--- config.mk ---
export PLATFORM = sky130hd
export DESIGN_NAME = mem_copy_engine_flat
export DESIGN_NICKNAME = d
export VERILOG_FILES = /design/src/rtl/mem_copy_engine_pkg.sv /design/src/rtl/mem_copy_engine_if.sv /design/src/rtl/mem_copy_engine.sv /design/src/flat_wrapper.sv
export SDC_FILE = /design/constraint.sdc
export NUM_CORES = 1
export LEC_CHECK = 0
export BUFFER_PORTS_ARGS = -buffer_cell sky130_fd_sc_hd__buf_2
export CORE_ASPECT_RATIO = 0.5
export CORE_MARGIN = 3
export CORE_UTILIZATION = 56
export DETAILED_ROUTE_END_ITERATION = 7
export PLACE_DENSITY = 0.83
export SLEW_MARGIN = 20
export SYNTH_ARGS = -nofsm -noshare
export SYNTH_HDL_FRONTEND = slang
export SYNTH_SLANG_ARGS = --single-unit
--- constraint.sdc ---
create_clock -name clk -period 4.55 [get_ports clk]
set_input_delay 0.91 -clock clk [delete_from_list [all_inputs] [get_ports clk]]
set_output_delay 0.91 -clock clk [all_outputs]
set_load 0.01 [all_outputs]
--- src/rtl/mem_copy_engine_pkg.sv ---
// Shared types and constants for the RAM block copy/fill engine.
// The width defaults match the 8K x 32 program/data RAM.
package mem_copy_engine_pkg;

  localparam int DEF_ADDR_W = 13;
  localparam int DEF_DATA_W = 32;

  localparam logic MODE_COPY = 1'b0;
  localparam logic MODE_FILL = 1'b1;

  typedef enum logic [2:0] {
    IDLE = 3'd0,
    RD   = 3'd1,
    WT   = 3'd2,
    WR   = 3'd3,
    FILL = 3'd4,
    FIN  = 3'd5
  } state_t;

endpackage

--- src/rtl/mem_copy_engine_if.sv ---
// Command and RAM-pin bundle of the copy engine. The engine uses the master
// modport; the CPU polling logic and the RAM together sit on the slave side.
interface mem_copy_engine_if
  import mem_copy_engine_pkg::*;
#(
  parameter int ADDR_W = DEF_ADDR_W,
  parameter int DATA_W = DEF_DATA_W
);

  // Handshake: start is a one-cycle strobe that is accepted only while the
  // engine is idle (busy=0, done=0). Command fields are sampled on that same
  // edge. busy stays high while the command runs, and done pulses for exactly
  // one cycle at the end. A start seen at any other time is dropped.
  logic              start;
  logic              mode;
  logic [ADDR_W-1:0] src_addr;
  logic [ADDR_W-1:0] dst_addr;
  logic [ADDR_W:0]   len;
  logic [DATA_W-1:0] fill_val;
  logic              busy;
  logic              done;
  logic              mem_w_en;
  logic [ADDR_W-1:0] mem_addr;
  logic [DATA_W-1:0] mem_wdata;
  logic [DATA_W-1:0] mem_rdata;

  modport master (
    input  start, mode, src_addr, dst_addr, len, fill_val, mem_rdata,
    output busy, done, mem_w_en, mem_addr, mem_wdata
  );

  modport slave (
    output start, mode, src_addr, dst_addr, len, fill_val, mem_rdata,
    input  busy, done, mem_w_en, mem_addr, mem_wdata
  );

endinterface

--- src/rtl/mem_copy_engine.sv ---
// RAM block copy (3 cycles/word) and fill (1 cycle/word) master.
// All outputs decode from registered state only.
module mem_copy_engine
  import mem_copy_engine_pkg::*;
#(
  parameter int ADDR_W = DEF_ADDR_W,
  parameter int DATA_W = DEF_DATA_W
) (
  input  logic                clk,
  input  logic                rst_n,
  mem_copy_engine_if.master   bus,
  output state_t              state_dbg
);

  state_t            state_q, state_d;
  logic [ADDR_W-1:0] src_ptr, dst_ptr;
  logic [ADDR_W:0]   remaining;
  logic [DATA_W-1:0] data_q, fill_q;

  assign state_dbg = state_q;

  always_ff @(posedge clk or negedge rst_n) begin
    if (!rst_n) state_q <= IDLE;
    else        state_q <= state_d;
  end

  always_comb begin
    state_d = state_q;
    unique case (state_q)
      IDLE: begin
        if (bus.start) begin
          if (bus.len == '0)              state_d = FIN;
          else if (bus.mode == MODE_FILL) state_d = FILL;
          else                            state_d = RD;
        end
      end
      RD:      state_d = WT;
      WT:      state_d = WR;
      WR:      state_d = (remaining == (ADDR_W+1)'(1)) ? FIN : RD;
      FILL:    state_d = (remaining == (ADDR_W+1)'(1)) ? FIN : FILL;
      FIN:     state_d = IDLE;
      default: state_d = IDLE;
    endcase
  end

  // Pointers wrap naturally at ADDR_W bits; remaining is one bit wider so
  // that a full-RAM count of 2^ADDR_W fits.
  always_ff @(posedge clk or negedge rst_n) begin
    if (!rst_n) begin
      src_ptr   <= '0;
      dst_ptr   <= '0;
      remaining <= '0;
      data_q    <= '0;
      fill_q    <= '0;
    end else begin
      unique case (state_q)
        IDLE: begin
          if (bus.start) begin
            src_ptr   <= bus.src_addr;
            dst_ptr   <= bus.dst_addr;
            remaining <= bus.len;
            fill_q    <= bus.fill_val;
          end
        end
        WT: data_q <= bus.mem_rdata;
        WR: begin
          src_ptr   <= src_ptr + ADDR_W'(1);
          dst_ptr   <= dst_ptr + ADDR_W'(1);
          remaining <= remaining - (ADDR_W+1)'(1);
        end
        FILL: begin
          dst_ptr   <= dst_ptr + ADDR_W'(1);
          remaining <= remaining - (ADDR_W+1)'(1);
        end
        default: ;
      endcase
    end
  end

  always_comb begin
    bus.busy      = 1'b0;
    bus.done      = 1'b0;
    bus.mem_w_en  = 1'b0;
    bus.mem_addr  = '0;
    bus.mem_wdata = '0;
    unique case (state_q)
      RD, WT: begin
        bus.busy     = 1'b1;
        bus.mem_addr = src_ptr;
      end
      WR: begin
        bus.busy      = 1'b1;
        bus.mem_w_en  = 1'b1;
        bus.mem_addr  = dst_ptr;
        bus.mem_wdata = data_q;
      end
      FILL: begin
        bus.busy      = 1'b1;
        bus.mem_w_en  = 1'b1;
        bus.mem_addr  = dst_ptr;
        bus.mem_wdata = fill_q;
      end
      FIN:     bus.done = 1'b1;
      default: ;
    endcase
  end

endmodule
--- src/flat_wrapper.sv ---
// flat-port wrapper written by rule: the top's interface ports become plain ports
module mem_copy_engine_flat import mem_copy_engine_pkg::*;
#(
  parameter int ADDR_W = DEF_ADDR_W,
  parameter int DATA_W = DEF_DATA_W
)
  (clk, rst_n, state_dbg, bus_start, bus_mode, bus_src_addr, bus_dst_addr, bus_len, bus_fill_val, bus_mem_rdata, bus_busy, bus_done, bus_mem_w_en, bus_mem_addr, bus_mem_wdata);
  mem_copy_engine_if #(.ADDR_W(ADDR_W), .DATA_W(DATA_W)) bus_i ();
  input  logic clk;
  input  logic rst_n;
  output state_t state_dbg;
  input wire logic [$bits(bus_i.start)-1:0] bus_start;
  input wire logic [$bits(bus_i.mode)-1:0] bus_mode;
  input wire logic [$bits(bus_i.src_addr)-1:0] bus_src_addr;
  input wire logic [$bits(bus_i.dst_addr)-1:0] bus_dst_addr;
  input wire logic [$bits(bus_i.len)-1:0] bus_len;
  input wire logic [$bits(bus_i.fill_val)-1:0] bus_fill_val;
  input wire logic [$bits(bus_i.mem_rdata)-1:0] bus_mem_rdata;
  output wire logic [$bits(bus_i.busy)-1:0] bus_busy;
  output wire logic [$bits(bus_i.done)-1:0] bus_done;
  output wire logic [$bits(bus_i.mem_w_en)-1:0] bus_mem_w_en;
  output wire logic [$bits(bus_i.mem_addr)-1:0] bus_mem_addr;
  output wire logic [$bits(bus_i.mem_wdata)-1:0] bus_mem_wdata;
  assign bus_i.start = bus_start;
  assign bus_i.mode = bus_mode;
  assign bus_i.src_addr = bus_src_addr;
  assign bus_i.dst_addr = bus_dst_addr;
  assign bus_i.len = bus_len;
  assign bus_i.fill_val = bus_fill_val;
  assign bus_i.mem_rdata = bus_mem_rdata;
  assign bus_busy = bus_i.busy;
  assign bus_done = bus_i.done;
  assign bus_mem_w_en = bus_i.mem_w_en;
  assign bus_mem_addr = bus_i.mem_addr;
  assign bus_mem_wdata = bus_i.mem_wdata;
  mem_copy_engine #(.ADDR_W(ADDR_W), .DATA_W(DATA_W)) u_core (.clk(clk), .rst_n(rst_n), .bus(bus_i), .state_dbg(state_dbg));
endmodule
==> impl_metrics.tcl <==
set metrics [dict create \
    grt_max_degree 78 \
    min_period_over_period 0.790 \
    drv_cap 0 \
    cp_max_fo 40 \
    worstPathCellList "nor3b_4 -> buf_4 -> nor2_2 -> inv_2 -> and2_1 -> a21o_1 -> buf_2" \
    syn_to_final_growth_pct 21.5 \
    ys.flop_type "dfrtp_1" \
    timing.rr.start "u_core.state_dbg[2]$_DFFE_PN0P_" \
    synth-edff-count 0 \
    status "completed" \
    reg2reg_depth 5 \
    clock_path_buffers 2 \
    viasPerCell 5.76 \
    postCtsHoldBufs 0 \
    crit_family "buffers and inverters" \
    fin_ws_ps 955 \
    row_count 24 \
    cellPowerDensity_nw_per_um2 723 \
    yosys.area.top_type "dfrtp_1" \
    die-area_um2 10900 \
    io_pins 159 \
    critPathMaxStageDelay_ps 620 \
    worstSkewPairLatency_ps 350 \
    track_usage 0.260 \
    synth_top_area_frac 0.496 \
    synth_area_um2 5400 \
    hold_viol 0 \
    drt_wl_total_um 14100 \
    synth-seq-area-share 0.496 \
    nets 813 \
    worstHoldPathCells 2 \
    crit_buf_inv 3 \
    finalMaxSlewViolations 0 \
    final_cells 835 \
    die_w_um 145 \
    cp.depth 7 \
    start_util 0.598 \
    setup_viol_count_final 0 \
    overflow 0 \
    synthCells 560 \
    yosysWarnings 0 \
    drtIter0Drc 353 \
    root_buffer "clkbuf_16" \
    route.detailed.drc 0 \
    ir_drop_uv 306 \
    reg2reg_to "u_core.src_ptr[4]$_DFFE_PN0P_" \
    drt_first_pass_iters 4 \
    worstHoldPathType "reg -> reg" \
    whs_endpoint "u_core.fill_q[20]$_DFFE_PN0P_" \
    syn-num-nets 672 \
    synth_cell_type_count 66 \
    cp-start-kind "register" \
    max_freq_mhz 278 \
    max_slew_margin 0.348 \
    post-dp-hpwl_um 9850 \
    max_slew.worst_pin.slew_ps 978 \
    netlist_top_cells_area "dfrtp_1 50%, nand2_1 9.1%, a22o_1 6.6%, mux2_1 6.3%, nor2_1 2.9%" \
    total_power_mw 4.75 \
    pre_cts_ws_ps 1370 \
    clk_pin_slew_ps 80 \
    wl_per_cell_um 16.9 \
    rrSetupSlack_ps 1910 \
    first_global_vias 4533 \
    p_leak_nw 3.25 \
    antenna_found_initial 1 \
    fin_skew_ps 4.64 \
    coreArea_um2 9040 \
    rsz0062_at_grt "false" \
    avgSynthCellArea_um2 9.65 \
    holdWs_ps 479 \
    cts_tree "built" \
    grt_pass1_wl_um 22200 \
    placed_cells 820 \
    cpMaxStageDelayCell "dfrtp_1" \
    die_y_um 75.4 \
    period_needed_ps 3590 \
    num-fill-cells 683 \
    diodes 0 \
    cp-end-kind "output port" \
    crit_required_ps 3640 \
    synth-seq-cells 107 \
    layout-drive-gt1-share 0.282 \
    vias 4809 \
    mostFrequentLayoutCell "buf_2" \
    cts_buffers 9 \
    port_buffers 158 \
    critPathKind "reg -> out" \
    final_cell_mix "157 x buf_2, 131 x nand2_1, 107 x dfrtp_1" \
    async_flop_share 1.00 \
    gp_congestion 0.855 \
    finalSetupTns_ps 0 \
    clock-sinks 107 \
    cts_resized 0 \
    min_from "u_core.fill_q[20]$_DFFE_PN0P_" \
    post_cts_buffers 0 \
    cp.arrival_ps 2680 \
    htree_levels 3 \
    ant_nets 0 \
]
## per-layer routing
metal	global-route usage	routed length, um
met2	0.431	6710
met3	0.0671	987
met1	0.350	6250
met5	0	7
met4	0.0620	144
## worst reg2reg max path, delay by kind of cell (launching register included)
family          cells  cell delay (ps)
compound gates      1              290
simple gates        4             1650
flops               1              600
## cell usage after synthesis, types with 2 or more instances
cell	count
o211ai_1	2
and3_1	6
dfrtp_1	107
buf_1	4
nor3b_2	2
mux2i_1	2
o22ai_1	5
and2_1	2
nand3_1	13
or4_4	2
a22o_1	41
ha_1	4
a211oi_1	6
or4_1	2
o21ai_0	3
and3b_1	2
mux2_2	2
a22oi_1	5
a311oi_1	4
nor2_1	42
a221o_1	4
a21o_1	2
nor4_1	6
nand4_1	3
o22a_1	3
mux2_1	30
buf_2	14
a31oi_1	3
nand2b_1	3
and4_1	2
inv_1	5
a21oi_1	23
o2bb2a_1	2
xnor2_1	3
nand2_1	131
o21ai_1	18
clkbuf_1	17
nor3_1	7
## logic make-up after synthesis
logic type,after synthesis,share of synthesized area
AOI/OAI and AO/OA,135,0.185
xor gates and xnor gates,4,0.00649
adders and majority gates,4,0.00927
buffers and inverters,41,0.0317
DFF,107,0.496
muxes,34,0.0704
and+or+nand+nor,235,0.202
## where the power goes
part / internal (mW) / switching, mW
sequential: 1.42 / 0.451
combinational: 0.924 / 1.19
clock: 0.382 / 0.381
total: 2.72 / 2.02
## how the worst max path moves through the flow
stage / startpoint / endpoint
floorplan: u_core.state_dbg[0]$_DFFE_PN0P_ / bus_mem_addr[0]
global placement: u_core.state_dbg[0]$_DFFE_PN0P_ / bus_mem_addr[11]
detailed placement: u_core.state_dbg[0]$_DFFE_PN0P_ / bus_mem_addr[11]
CTS: u_core.state_dbg[0]$_DFFE_PN0P_ / bus_mem_addr[11]
global route: u_core.state_dbg[2]$_DFFE_PN0P_ / bus_mem_addr[11]
finish: u_core.state_dbg[0]$_DFFE_PN0P_ / bus_mem_addr[11]
## state kept, by name (all words and copies together) (netlist names)
signal,cells
u_core.data_q,32
u_core.remaining,14
u_core.fill_q,32
u_core.dst_ptr,13
u_core.src_ptr,13
u_core.state_dbg,3
## cell type report
type,count,area (um2),area share
tap,130,163,0.0248
clock inverter,6,62.6,0.00953
sequential,107,2680,0.408
multi-input combinational,412,2570,0.391
inverter,6,22.5,0.00343
clock buffer,9,225,0.0343
timing repair buffer,165,846,0.129
## metrics by stage
| stage | cell area [um2] | util |
|---|---|---|
| 4_1_cts | 6560 | 0.726 |
| 3_3_place_gp | 6280 | 0.694 |
| 6_report | 6560 | 0.726 |
| 5_1_grt | 6560 | 0.726 |
| 2_1_floorplan | 5400 | - |
| 3_5_place_dp | 6280 | 0.694 |
Note: power is estimated with default switching activity, not from simulation.
